**config.mk**
```make
export PLATFORM = sky130hd
export DESIGN_NAME = step_pulse_gen
export DESIGN_NICKNAME = d
export VERILOG_FILES = /design/src/rtl/step_gen_pkg.sv /design/src/rtl/step_dir_fifo.sv /design/src/rtl/step_pulse_gen.sv
export SDC_FILE = /design/constraint.sdc
export NUM_CORES = 1
export LEC_CHECK = 0
export ABC_AREA = 1
export BUFFER_PORTS_ARGS = -buffer_cell sky130_fd_sc_hd__buf_2
export CAP_MARGIN = 20
export CORE_ASPECT_RATIO = 2
export CORE_MARGIN = 10
export CORE_UTILIZATION = 41
export CTS_CLUSTER_SIZE = 14
export DETAILED_ROUTE_END_ITERATION = 16
export GPL_TIMING_DRIVEN = 0
export PLACE_DENSITY_LB_ADDON = 0.15
export SETUP_SLACK_MARGIN = 0.02
export SYNTH_ARGS = -nofsm -noshare
export SYNTH_HDL_FRONTEND = slang
export SYNTH_SLANG_ARGS = --single-unit
```
**constraint.sdc**
```tcl
create_clock -name clk -period 2.4 [get_ports clk]
set_input_delay 0 -clock clk [delete_from_list [all_inputs] [get_ports clk]]
set_output_delay 0 -clock clk [all_outputs]
set_load 0.03 [all_outputs]
```
**src/rtl/step_gen_pkg.sv**
```systemverilog
// step_gen_pkg: FSM state encoding and default timing for the step/dir output stage
package step_gen_pkg;

    typedef enum logic [1:0] {
        IDLE  = 2'd0,
        SETUP = 2'd1,
        LOW   = 2'd2,
        HIGH  = 2'd3
    } state_t;

    localparam int DEF_CNT_W      = 16;
    localparam int DEF_PULSE_LOW  = 5000;
    localparam int DEF_PULSE_HIGH = 5000;
    localparam int DEF_DIR_SETUP  = 250;
    localparam int DEF_PEND_W     = 4;
    localparam int DEF_POS_W      = 24;

endpackage

```
**src/rtl/step_dir_fifo.sv**
```systemverilog
// step_dir_fifo: 1-bit wide direction FIFO of depth 2**PEND_W with occupancy count
module step_dir_fifo #(
    parameter int PEND_W = 4
) (
    input  logic            clk,
    input  logic            rst_n,
    input  logic            push,
    input  logic            pop,
    input  logic            din,
    output logic            dout,
    output logic            full,
    output logic            empty,
    output logic [PEND_W:0] count
);

    logic [2**PEND_W-1:0] mem;
    logic [PEND_W-1:0]    wp;
    logic [PEND_W-1:0]    rp;

    assign dout  = mem[rp];
    assign full  = count == (PEND_W+1)'(2**PEND_W);
    assign empty = count == '0;

    // storage needs no reset; only entries below count are ever read
    always_ff @(posedge clk)
        if (push) mem[wp] <= din;

    // pointers and occupancy; callers never push when full without popping, nor pop when empty
    always_ff @(posedge clk or negedge rst_n)
        if (!rst_n) begin
            wp    <= '0;
            rp    <= '0;
            count <= '0;
        end else begin
            wp    <= push ? wp + 1'b1 : wp;
            rp    <= pop ? rp + 1'b1 : rp;
            count <= count + (PEND_W+1)'(push) - (PEND_W+1)'(pop);
        end

endmodule

```
**src/rtl/step_pulse_gen.sv**
```systemverilog
// step_pulse_gen: queued step/dir pulse generator with position tracking; optional SOFT_LIMIT_EN adds soft limits
module step_pulse_gen
    import step_gen_pkg::*;
#(
    parameter int CNT_W      = DEF_CNT_W,
    parameter int PULSE_LOW  = DEF_PULSE_LOW,
    parameter int PULSE_HIGH = DEF_PULSE_HIGH,
    parameter int DIR_SETUP  = DEF_DIR_SETUP,
    parameter int PEND_W     = DEF_PEND_W,
    parameter int POS_W      = DEF_POS_W
) (
    input  logic             clk,
    input  logic             rst_n,
    input  logic             step_req,
    input  logic             step_dir,
    input  logic             clr_pos,
    output logic             step_n,
    output logic             dir,
    output logic             busy,
    output logic [PEND_W:0]  pending,
    output logic [POS_W-1:0] position,
    output logic             overrun
`ifdef SOFT_LIMIT_EN
    ,
    input  logic [POS_W-1:0] pos_min,
    input  logic [POS_W-1:0] pos_max,
    output logic             limit_hit
`endif
);

    state_t           state;
    state_t           state_nxt;
    logic [CNT_W-1:0] cnt;
    logic             dir_int;
    logic             head;
    logic             full;
    logic             empty;
    logic             pop;
    logic             push;
    logic             discard;
    logic             enter_low;
    logic [POS_W-1:0] step_inc;

    assign pop       = state == IDLE && !empty;
    assign push      = step_req && (!full || pop);
    assign busy      = state != IDLE || !empty;
    assign enter_low = state_nxt == LOW && state != LOW;
    assign step_inc  = {{(POS_W-1){dir_int}}, 1'b1};

`ifdef SOFT_LIMIT_EN
    assign discard = pop && (head ? $signed(position) <= $signed(pos_min)
                                  : $signed(position) >= $signed(pos_max));
`else
    assign discard = 1'b0;
`endif

    step_dir_fifo #(.PEND_W(PEND_W)) u_fifo (
        .clk   (clk),
        .rst_n (rst_n),
        .push  (push),
        .pop   (pop),
        .din   (step_dir),
        .dout  (head),
        .full  (full),
        .empty (empty),
        .count (pending)
    );

    // next state: a reversal detours through SETUP so dir settles before the falling edge
    always_comb begin
        state_nxt = state;
        case (state)
            IDLE:    if (pop && !discard) state_nxt = (head != dir_int) ? SETUP : LOW;
            SETUP:   if (cnt == CNT_W'(DIR_SETUP - 1)) state_nxt = LOW;
            LOW:     if (cnt == CNT_W'(PULSE_LOW - 1)) state_nxt = HIGH;
            default: if (cnt == CNT_W'(PULSE_HIGH - 1)) state_nxt = IDLE;
        endcase
    end

    // FSM, timing counter and registered step/dir outputs; async reset drops step_n high at once
    always_ff @(posedge clk or negedge rst_n)
        if (!rst_n) begin
            state   <= IDLE;
            cnt     <= '0;
            dir_int <= 1'b0;
            step_n  <= 1'b1;
            dir     <= 1'b0;
        end else begin
            state   <= state_nxt;
            cnt     <= (state_nxt != state || state == IDLE) ? '0 : cnt + 1'b1;
            dir_int <= (state == IDLE && state_nxt == SETUP) ? head : dir_int;
            step_n  <= state != LOW;
            dir     <= dir_int;
        end

    // position moves on LOW entry; clr_pos wins over a coincident step and clears overrun
    always_ff @(posedge clk or negedge rst_n)
        if (!rst_n) begin
            position <= '0;
            overrun  <= 1'b0;
        end else begin
            position <= clr_pos ? '0 : enter_low ? position + step_inc : position;
            overrun  <= clr_pos ? 1'b0 : overrun | (step_req && !push);
        end

`ifdef SOFT_LIMIT_EN
    // one-cycle flag for a step swallowed by the soft limits
    always_ff @(posedge clk or negedge rst_n)
        if (!rst_n) limit_hit <= 1'b0;
        else        limit_hit <= discard;
`endif

endmodule

```
==> results of run 1 <==
==> cell usage in the layout (no fill, tap or decap), types with 17 or more instances in the layout <==
cell type,count
a21oi_1,28
dfrtp_1,55
xor2_1,24
nor2_1,73
nand3_1,57
o21ai_0,17
inv_1,65
ha_1,23
buf_2,37
nand2_1,155
==> stage by stage <==
step / setup TNS, ps / utilization / cell area, um^2
detailed placement: -7438 / 0.4508 / 5306
CTS: 0 / 0.4859 / 5719
finish: 0 / 0.5114 / 6020
global placement: -7110 / 0.4506 / 5304
floorplan: 0 / - / 4942
global route: -35.65 / 0.5114 / 6020
==> synth_stat cells, types with 2 or more instances <==
library cell / number / area, um^2
a21boi_0: 2 / 15.01
a21o_1: 2 / 15.01
a21oi_1: 34 / 170.2
buf_2: 2 / 10.01
buf_6: 4 / 45.04
clkbuf_1: 5 / 18.77
dfrtp_1: 58 / 1451
edfxtp_1: 16 / 480.5
fa_1: 2 / 40.04
ha_1: 35 / 437.9
inv_1: 70 / 262.8
inv_2: 2 / 7.510
nand2_1: 161 / 604.3
nand2_2: 3 / 18.77
nand3_1: 59 / 295.3
nand3b_1: 4 / 30.03
nand4_1: 10 / 62.56
nor2_1: 76 / 285.3
nor3_1: 8 / 40.04
nor3_2: 2 / 20.02
nor4_1: 4 / 25.02
o21a_1: 3 / 22.52
o21ai_0: 22 / 110.1
o21bai_1: 2 / 15.01
xnor2_1: 9 / 78.83
xor2_1: 24 / 210.2
==> registers in the layout, summed over array words and instances, names as in the netlist <==
signal	cells
dir	1
cnt	16
u_fifo.rp	4
step_n	1
position	24
overrun	1
u_fifo.count	5
u_fifo.mem	16
dir_int	1
state	2
u_fifo.wp	4
==> worst paths after layout <==
check                                 from              end  slack (ps)  cells past startpoint
max                        u_fifo.count[2]  u_fifo.count[4]         120                     15
min                               step_dir    u_fifo.mem[3]          30                      1
max reg2reg                u_fifo.count[2]  u_fifo.count[4]         120                     15
min reg2reg                         cnt[0]           cnt[0]         500                      1
max in group asynchronous            rst_n          dir_int        1510                      2
min in group asynchronous            rst_n          cnt[15]         280                      2
==> per-layer routing <==
| layer | vias up | global-route usage | routed length [um] | part of all wire |
|---|---|---|---|---|
| li1 | 2203 | - | - | - |
| met1 | 2131 | 0.1300 | 4565 | 0.36 |
| met2 | 79 | 0.2881 | 7318 | 0.57 |
| met3 | 27 | 0.03279 | 449 | 0.035 |
| met4 | 0 | 0.06516 | 421 | 0.033 |
| met5 | - | 0 | 0 | 0 |
==> repair_timing <==
item | 4_1_cts | 5_1_grt
resized for setup | 12 | 43
gates cloned | 0 | 0
setup buffers | 5 | 10
hold endpoints to repair | 59 | 0
pin swaps | 3 | 7
endpoints found under the setup margin | 20 | 13
hold buffers | 2 | 0
==> area by class of cell <==
class / count / area share
plain buffers: 11 / 0.01226
clock buffers: 9 / 0.03741
clock inverters: 7 / 0.01642
inverters: 74 / 0.04698
multi-input cells: 475 / 0.4754
flip-flops and latches: 75 / 0.3263
well taps: 145 / 0.03014
repair buffers: 53 / 0.05508
==> critical path, stage by stage, from the launching register on <==
cell and delay [ps]:
dfrtp_2 410, inv_2 90, ha_4 140, nand3_2 80, inv_2 60, nand2_1 50
nand2_2 90, inv_4 50, ha_4 200, inv_2 40, ha_2 160, inv_1 50
fa_2 350, o21ai_2 170, a21oi_2 80, xor2_1 130
==> cells by family after synthesis <==
group	synth area share
and+or+nand+nor	0.2989
DFF	0.3968
muxes	0.002282
AOI/OAI and AO/OA	0.07480
adders and majority gates	0.09686
buffers and inverters	0.07175
xor gates and xnor gates	0.05857
==> power groups by stage <==
stage | sequential [mW] | clock (mW) | combinational, mW
final | 2.05 | 1.50 | 5.60
after global placement | 2.11 | 0 | 4.71
after detailed placement | 2.12 | 0 | 4.77
after global routing | 2.11 | 1.57 | 6.23
after CTS | 2.07 | 1.52 | 4.97
after floorplan | 2.43 | 0 | 3.27
==> impl_metrics.json, run 1 <==
{
  "skew_ps": 7.599,
  "hold_path_class": "in -> reg",
  "status": "finished clean",
  "rsz0062_at_grt": "yes",
  "io_buffers": 36,
  "cts_tree": "done",
  "pwr-share-seq": 0.224,
  "num_antenna_cells": 0,
  "async_flop_share": 0.7867,
  "netlist_area_um2": 4935,
  "die_w_um": 97.58,
  "dominantRegCellSynth": "dfrtp_1",
  "place.gp.congestion": 0.8632,
  "coreArea_um2": 11770,
  "grt_pass1_vias": 4394,
  "avgSynthCellArea_um2": 7.771,
  "critPathKind": "reg -> reg",
  "final_cell_count_no_fill": 849,
  "drt-total-wl_um": 12750,
  "maxCapViolations": 0,
  "hold_viol_final": 0,
  "end_kind": "register",
  "clk_latency_ps": 350,
  "pre_cts_ws_ps": -627.1,
  "syn2layout_area_growth_pct": 21.98,
  "fin_ws_ps": 122.2,
  "dp_cells": 816,
  "cts.clk_slew.worst_paths_ps": 60,
  "powerDensity_nw_per_um2": 1520,
  "irDropWorstVdd_v": 0.0006247,
  "wl_per_cell_um": 15.02,
  "clockBufferDepth": 2,
  "cts_num_sinks": 75,
  "synth_edf_count": 16,
  "yosysSeqAreaShare": 0.3968,
  "p_sw_frac": 0.4822,
  "initial_core_util": 0.4192,
  "grt_max_degree": 60,
  "cts_made_buffers": 9,
  "synth-seq-cells": 75,
  "fillCellCount": 1169,
  "route.detailed.drc": 0,
  "die_area_um2": 17090,
  "required_ps": 2630,
  "via_per_inst": 5.230,
  "netlist_instances": 635,
  "h-tree-depth": 3,
  "grt_pass1_wl_um": 20300,
  "tightest_slew_ps": 794.1,
  "p_int_mw": 4.739,
  "arrival_ps": 2510,
  "start_kind": "register",
  "final_layout_size_suffix_gt1_frac": 0.1918,
  "path_max_fanout": 2,
  "row_count": 56,
  "post-route-period-util": 0.9491,
  "slew_headroom": 0.4706,
  "power_switching_mw": 4.413,
  "layout.nets": 741,
  "multi_input_area_um2": 2861,
  "setup_viol": 0,
  "synth_nets": 677,
  "die_y_um": 175.2,
  "io_pins": 38,
  "grtUsageTotal": 0.1441,
  "grt.overflow.total": 0,
  "slew_viol_final": 0,
  "yosysWarnings": 0,
  "layout_min_cycle_time_ps": 2278,
  "ff_latch_area_um2": 1964,
  "synth.distinct_cells": 42,
  "antenna_found_initial": 0,
  "p_clk_frac": 0.164,
  "fin_hold_ws_ps": 30.93,
  "drt_pass1_iterations": 4,
  "ant_nets": 0,
  "leakage_nw": 2.889,
  "cts_root_buf": "clkbuf_16",
  "fin_total_pwr_mw": 9.152,
  "num_vias": 4440,
  "place_hpwl_um": 9510,
  "fmax_ghz": 0.4390,
  "drtIter0Drc": 182,
  "combinationalPowerShare": 0.611
}
Power figures use the tool's default switching activity.
==> run 2: changes to the inputs <==
==> constraint.sdc (replaced) <==
create_clock -name clk -period 2.3 [get_ports clk]
set_input_delay 0 -clock clk [delete_from_list [all_inputs] [get_ports clk]]
set_output_delay 0 -clock clk [all_outputs]
set_load 0.03 [all_outputs]
==> run 2 against run 1 <==
Effect of this change: core utilization is 2.3 points higher; total power is 10% higher; non-clock buffer count is 6 higher; clock power is 5% lower; largest cell class unchanged.
==> impl_metrics.json, run 2 (same netlist as run 1, synthesis figures left out) <==
{
  "pwr-share-seq": 0.216,
  "post-route-period-util": 0.9567,
  "fin_ws_ps": 99.64,
  "num_vias": 4410,
  "die_area_um2": 17090,
  "route.detailed.drc": 0,
  "initial_core_util": 0.4192,
  "rsz0062_at_grt": "yes",
  "largest_reg_flops": 24,
  "power_switching_mw": 4.872,
  "fin_total_pwr_mw": 10.08,
  "cp_num_cells": 13,
  "final_cell_count_no_fill": 855,
  "grtUsageMet2": 0.2892,
  "syn2layout_area_growth_pct": 27.36,
  "grt.overflow.total": 0,
  "gr-usage-met1": 0.1343,
  "dp_cells": 816,
  "grt_pass1_wl_um": 20600,
  "hold_viol_final": 0,
  "cts_root_buf": "clkbuf_16",
  "cp-endpoint": "position[16]",
  "grtUsageTotal": 0.1458,
  "via_per_inst": 5.158,
  "h-tree-depth": 3,
  "combinationalPowerShare": 0.643,
  "layout.nets": 747,
  "cts_made_buffers": 9,
  "place.gp.congestion": 0.8711,
  "worstReg2RegEnd": "position[16]",
  "critPathKind": "reg -> reg",
  "path_max_fanout": 6,
  "slew_viol_final": 0,
  "grt_max_degree": 60,
  "p_clk_frac": 0.140,
  "die_w_um": 97.58,
  "setup_viol": 0,
  "slew_headroom": 0.4710,
  "critPathTopFamily": "simple AND/OR/NAND/NOR gates",
  "arrival_ps": 2430,
  "clockBufferDepth": 2,
  "irDropWorstVdd_v": 0.0006514,
  "powerDensity_nw_per_um2": 1604,
  "final_common_cell": "nand2_1",
  "top_usage_layer": "met2",
  "use_met3": 0.02726,
  "clk_latency_ps": 340,
  "row_count": 56,
  "antenna_found_initial": 0,
  "slowest_delay_ps": 520,
  "place_hpwl_um": 9515,
  "cts.clk_slew.worst_paths_ps": 60,
  "final_cell_mix": "148 x nand2_1, 71 x nor2_1, 64 x inv_1, 55 x nand3_1, 55 x dfrtp_1",
  "drt-total-wl_um": 13140,
  "status": "finished clean",
  "crit_chain": "buf_12 -> buf_12 -> ha_4 -> nand4_1 -> buf_4 -> nor3_1 -> nand2_1 -> nand2_1 -> nand2_1 -> nand2_1 -> nor2_1 -> nand2_1 -> nand2_1",
  "layout_min_cycle_time_ps": 2200,
  "r2r_slack_ps": 100,
  "maxCapViolations": 0,
  "required_ps": 2530,
  "end_kind": "register",
  "skew_ps": 5.641,
  "io_buffers": 36,
  "leakage_nw": 2.939,
  "die_y_um": 175.2,
  "num_antenna_cells": 0,
  "cts_num_sinks": 75,
  "wl_per_cell_um": 15.36,
  "reg_top3": "position: 24 flops, cnt: 16 flops, u_fifo.mem: 16 flops",
  "tightest_slew_ps": 793.6,
  "startpoint": "dir_int",
  "ant_nets": 0,
  "cpMaxStageDelayCell": "dfrtp_4",
  "r2r_cells": 13,
  "cp_common_cell": "nand2_1",
  "coreArea_um2": 11770,
  "critical_path_buf_inv_count": 3,
  "start_kind": "register",
  "timing.rr.start": "dir_int",
  "tns_ps": 0,
  "regMostFlops": "position",
  "final_layout_size_suffix_gt1_frac": 0.2423,
  "p_int_mw": 5.210,
  "cts_tree": "done",
  "drt_pass1_iterations": 4,
  "drtIter0Drc": 204,
  "fmax_ghz": 0.4545,
  "pre_cts_ws_ps": -404.1,
  "grt_pass1_vias": 4466,
  "p_sw_frac": 0.4832,
  "hold_path_class": "in -> reg",
  "io_pins": 38
}
==> run 2: cell count changes in the layout (fill, tap and decap cells not counted), moves of 2 or more <==
cell,previous run,this run
a21oi_1,28,19
a21oi_2,6,15
buf_4,14,18
clkbuf_1,5,8
ha_1,23,14
ha_4,9,19
nand2_1,155,148
nand2_2,9,13
nand2_4,1,4
nand3_1,57,55
nand3_2,2,5
nor2_1,73,71
nor2_2,2,4
o21ai_0,17,15
==> run 2: worst register-to-register path, delay by kind of cell, from the launching register on <==
family,cells,cell delay (ps)
adders and majority gates,1,300
and+or+nand+nor,9,760
buffers and inverters,3,510
DFF,1,520
==> run 2: routing by layer <==
metal | part of all wire | routed length [um]
met1 | 0.37 | 4797
met2 | 0.58 | 7636
met3 | 0.033 | 431
met4 | 0.021 | 272
met5 | 0 | 0
==> run 2: repair_timing <==
action | CTS | global route
setup buffers | 9 | 11
resized for setup | 21 | 81
hold buffers | 2 | 0
endpoints found under the setup margin | 18 | 18
gates cloned | 0 | 1
pin swaps | 5 | 24
hold endpoints to repair | 59 | 0
==> run 2: through the flow <==
step | instance area, um^2 | utilization | hold slack (ps)
after floorplan | 4943 | - | -295.6
after global placement | 5305 | 0.4507 | 262.1
after detailed placement | 5308 | 0.4509 | 148.4
after CTS | 5751 | 0.4885 | 39.38
after global routing | 6285 | 0.5339 | 58.57
final | 6285 | 0.5339 | 43.43
==> run 2: power groups by stage <==
stage | Sequential, mW | Combinational [mW] | Clock (mW)
after floorplan | 2.54 | 3.41 | 0
after global placement | 2.21 | 4.91 | 0
after detailed placement | 2.22 | 4.98 | 0
after CTS | 2.16 | 5.29 | 1.43
after global routing | 2.24 | 7.14 | 1.49
final | 2.18 | 6.49 | 1.42
==> run 2: how the worst min path moves through the flow <==
stage	start	to	slack (ps)	cells past startpoint
CTS	step_dir	u_fifo.mem[3]	40	1
detailed placement	rst_n	position[0]	150	1
global route	step_dir	u_fifo.mem[3]	60	1
finish	step_dir	u_fifo.mem[0]	40	1
global placement	step_req	overrun	260	3
floorplan	rst_n	cnt[0]	-300	0
==> run 2: area by class of cell <==
class                           count  area [um^2]
Inverter                           74        285.3
Timing Repair Buffer               59        406.6
Sequential cell                    75         1964
Clock buffer                       12        236.5
Tap cell                          145        181.4
Buffer                             11        73.82
Multi-Input combinational cell    475         3085
Clock inverter                      4        51.30
Fill cell                        1114         5487
==> run 3: changes to the inputs <==
--- a/config.mk
+++ b/config.mk
@@ -6,13 +6,14 @@
 export NUM_CORES = 1
 export LEC_CHECK = 0
 export ABC_AREA = 1
-export BUFFER_PORTS_ARGS = -buffer_cell sky130_fd_sc_hd__buf_2
 export CAP_MARGIN = 20
 export CORE_ASPECT_RATIO = 2
 export CORE_MARGIN = 10
 export CORE_UTILIZATION = 41
 export CTS_CLUSTER_SIZE = 14
 export DETAILED_ROUTE_END_ITERATION = 16
+export DONT_BUFFER_PORTS = 1
+export GPL_ROUTABILITY_DRIVEN = 0
 export GPL_TIMING_DRIVEN = 0
 export PLACE_DENSITY_LB_ADDON = 0.15
 export SETUP_SLACK_MARGIN = 0.02
==> run 3 against run 2 <==
Effect of this change: the run now ends with negative setup slack left; highest routed layer unchanged; cell count shrank 2.8%; count of clock-buffer cells in the layout shrank 1; clock power grew 8%; setup slack lost 120 ps; core utilization shrank 0.72 points; clock skew grew 3.5 ps; flip-flop and latch count is the same; global-route usage shrank 0.067 points; combinational power shrank 12%.
==> impl_metrics.json, run 3 (same netlist as run 1, synthesis figures left out) <==
{
  "required_ps": 2530,
  "arrival_ps": 2540,
  "drtIter0Drc": 188,
  "io_pins": 38,
  "cpMaxStageDelayCell": "dfrtp_2",
  "critPathKind": "reg -> reg",
  "row_count": 56,
  "multi_input_area_um2": 3048,
  "die_area_um2": 17090,
  "grt_max_degree": 60,
  "die_y_um": 175.2,
  "largest_reg_flops": 24,
  "coreArea_um2": 11770,
  "dp_cells": 780,
  "crit_chain": "inv_2 -> ha_4 -> nand3_4 -> inv_2 -> nand2_2 -> nand2_4 -> inv_4 -> ha_4 -> inv_2 -> ha_4 -> inv_2 -> fa_2 -> o21ai_2 -> a21oi_2 -> xor2_1",
  "utilization": 0.5267,
  "post-route-period-util": 1.007,
  "hold_viol_final": 0,
  "grtUsageTotal": 0.1452,
  "status": "complete, but fails checks",
  "tightest_slew_ps": 677.7,
  "regMostFlops": "position",
  "rsz0062_at_grt": "yes",
  "tns_ps": -16.36,
  "path_max_fanout": 3,
  "clockBufferDepth": 2,
  "layout.nets": 723,
  "cts.clk_slew.worst_paths_ps": 60,
  "grt_pass1_vias": 4283,
  "cts_root_buf": "clkbuf_16",
  "powerDensity_nw_per_um2": 1598,
  "hold_path_class": "in -> reg",
  "ant_nets": 0,
  "skew_ps": 9.111,
  "final_layout_size_suffix_gt1_frac": 0.2157,
  "cts_num_sinks": 75,
  "wl_met3_um": 571,
  "drt_pass1_iterations": 4,
  "fillCellCount": 1077,
  "slew_viol_final": 0,
  "leakage_nw": 2.844,
  "reg_top3": "position: 24 flops, cnt: 16 flops, u_fifo.mem: 16 flops",
  "cts_tree": "done",
  "clk_latency_ps": 340,
  "num_antenna_cells": 0,
  "slowest_delay_ps": 490,
  "wl_per_cell_um": 15.71,
  "setup_viol": 1,
  "via_per_inst": 5.191,
  "slew_headroom": 0.5482,
  "final_cell_count_no_fill": 831,
  "cp_common_cell": "inv_2",
  "start_kind": "register",
  "pre_cts_ws_ps": -397.8,
  "cts_made_buffers": 9,
  "fmax_ghz": 0.4317,
  "syn2layout_area_growth_pct": 25.63,
  "irDropWorstVdd_v": 0.0008586,
  "place_hpwl_um": 9166,
  "final_common_cell": "nand2_1",
  "num_vias": 4314,
  "route.detailed.drc": 0,
  "ff_latch_area_um2": 1971,
  "failed_checks": "negative setup slack",
  "drt-total-wl_um": 13050,
  "final_cell_mix": "150 x nand2_1, 71 x nor2_1, 64 x inv_1, 56 x nand3_1, 50 x dfrtp_1",
  "fin_ws_ps": -16.36,
  "route.met2.wl_um": 7522,
  "drt-met1-wl_um": 4562,
  "layout_min_cycle_time_ps": 2316,
  "initial_core_util": 0.4192,
  "die_w_um": 97.58,
  "end_kind": "register",
  "maxCapViolations": 0,
  "io_buffers": 0,
  "h-tree-depth": 3,
  "antenna_found_initial": 0,
  "top_layer_used": "met4",
  "grt_pass1_wl_um": 20520,
  "grt.overflow.total": 0
}
[run 3: cell count changes in the layout (fill, tap and decap cells not counted), moves of 3 or more]
cell,before,now
buf_4,18,25
clkbuf_1,8,5
a21oi_1,19,22
dfrtp_2,2,7
a21oi_2,15,11
ha_4,19,16
nand3_4,1,4
dfrtp_1,55,50
nand3_2,5,1
buf_6,5,9
buf_2,37,2
[run 3: timing repair]
item,4_1_cts,5_1_grt
hold buffers,4,0
endpoints found under the hold margin,77,0
setup buffers,21,11
resized for setup,28,75
pin swaps,6,13
setup endpoints to repair,20,19
[run 3: final timing paths]
check,endpoint,startpoint,cells after the start,slack (ps)
worst min register to register,cnt[0],cnt[0],1,500
worst max-delay path,u_fifo.count[4],u_fifo.count[2],15,-20
worst min-delay path,position[17],clr_pos,4,140
max in group asynchronous,step_n,rst_n,2,1800
min in group asynchronous,position[18],rst_n,2,220
worst max register to register,u_fifo.count[4],u_fifo.count[2],15,-20
[run 3: metal layers]
metal,global-route usage,vias to the layer above
li1,-,2158
met1,0.1344,2060
met2,0.2862,70
met3,0.03240,26
met4,0.06699,0
met5,0,-
[run 3: worst max-delay path: cells and delay by family (launching register included)]
| family | cells | cell delay, ps |
|---|---|---|
| AOI/OAI and AO/OA | 2 | 230 |
| xor gates and xnor gates | 1 | 140 |
| adders and majority gates | 4 | 810 |
| buffers and inverters | 5 | 310 |
| DFF | 1 | 490 |
| and+or+nand+nor | 3 | 220 |
[run 3: through the flow]
step                total power, mW  cell area (um^2)  hold WS (ps)
global placement              6.881              5125        -292.1
CTS                           8.881              5751         133.3
detailed placement            6.950              5125        -292.1
global route                  10.67              6200         186.2
finish                        9.906              6200         136.5
floorplan                     5.951              4943        -295.6
[run 3: power breakdown]
part | internal (mW) | switching (mW) | total [mW]
clock network | 0.937 | 0.592 | 1.53
registers | 1.76 | 0.917 | 2.68
logic | 2.43 | 3.27 | 5.70
total | 5.13 | 4.78 | 9.91
[run 3: area by class of cell]
| type | count | share of cell area |
|---|---|---|
| Buffer | 11 | 0.01191 |
| Clock inverter | 5 | 0.009284 |
| Multi-Input combinational cell | 475 | 0.4916 |
| Inverter | 74 | 0.04561 |
| Sequential cell | 75 | 0.3179 |
| Timing Repair Buffer | 35 | 0.05187 |
| Clock buffer | 11 | 0.04258 |
| Tap cell | 145 | 0.02926 |
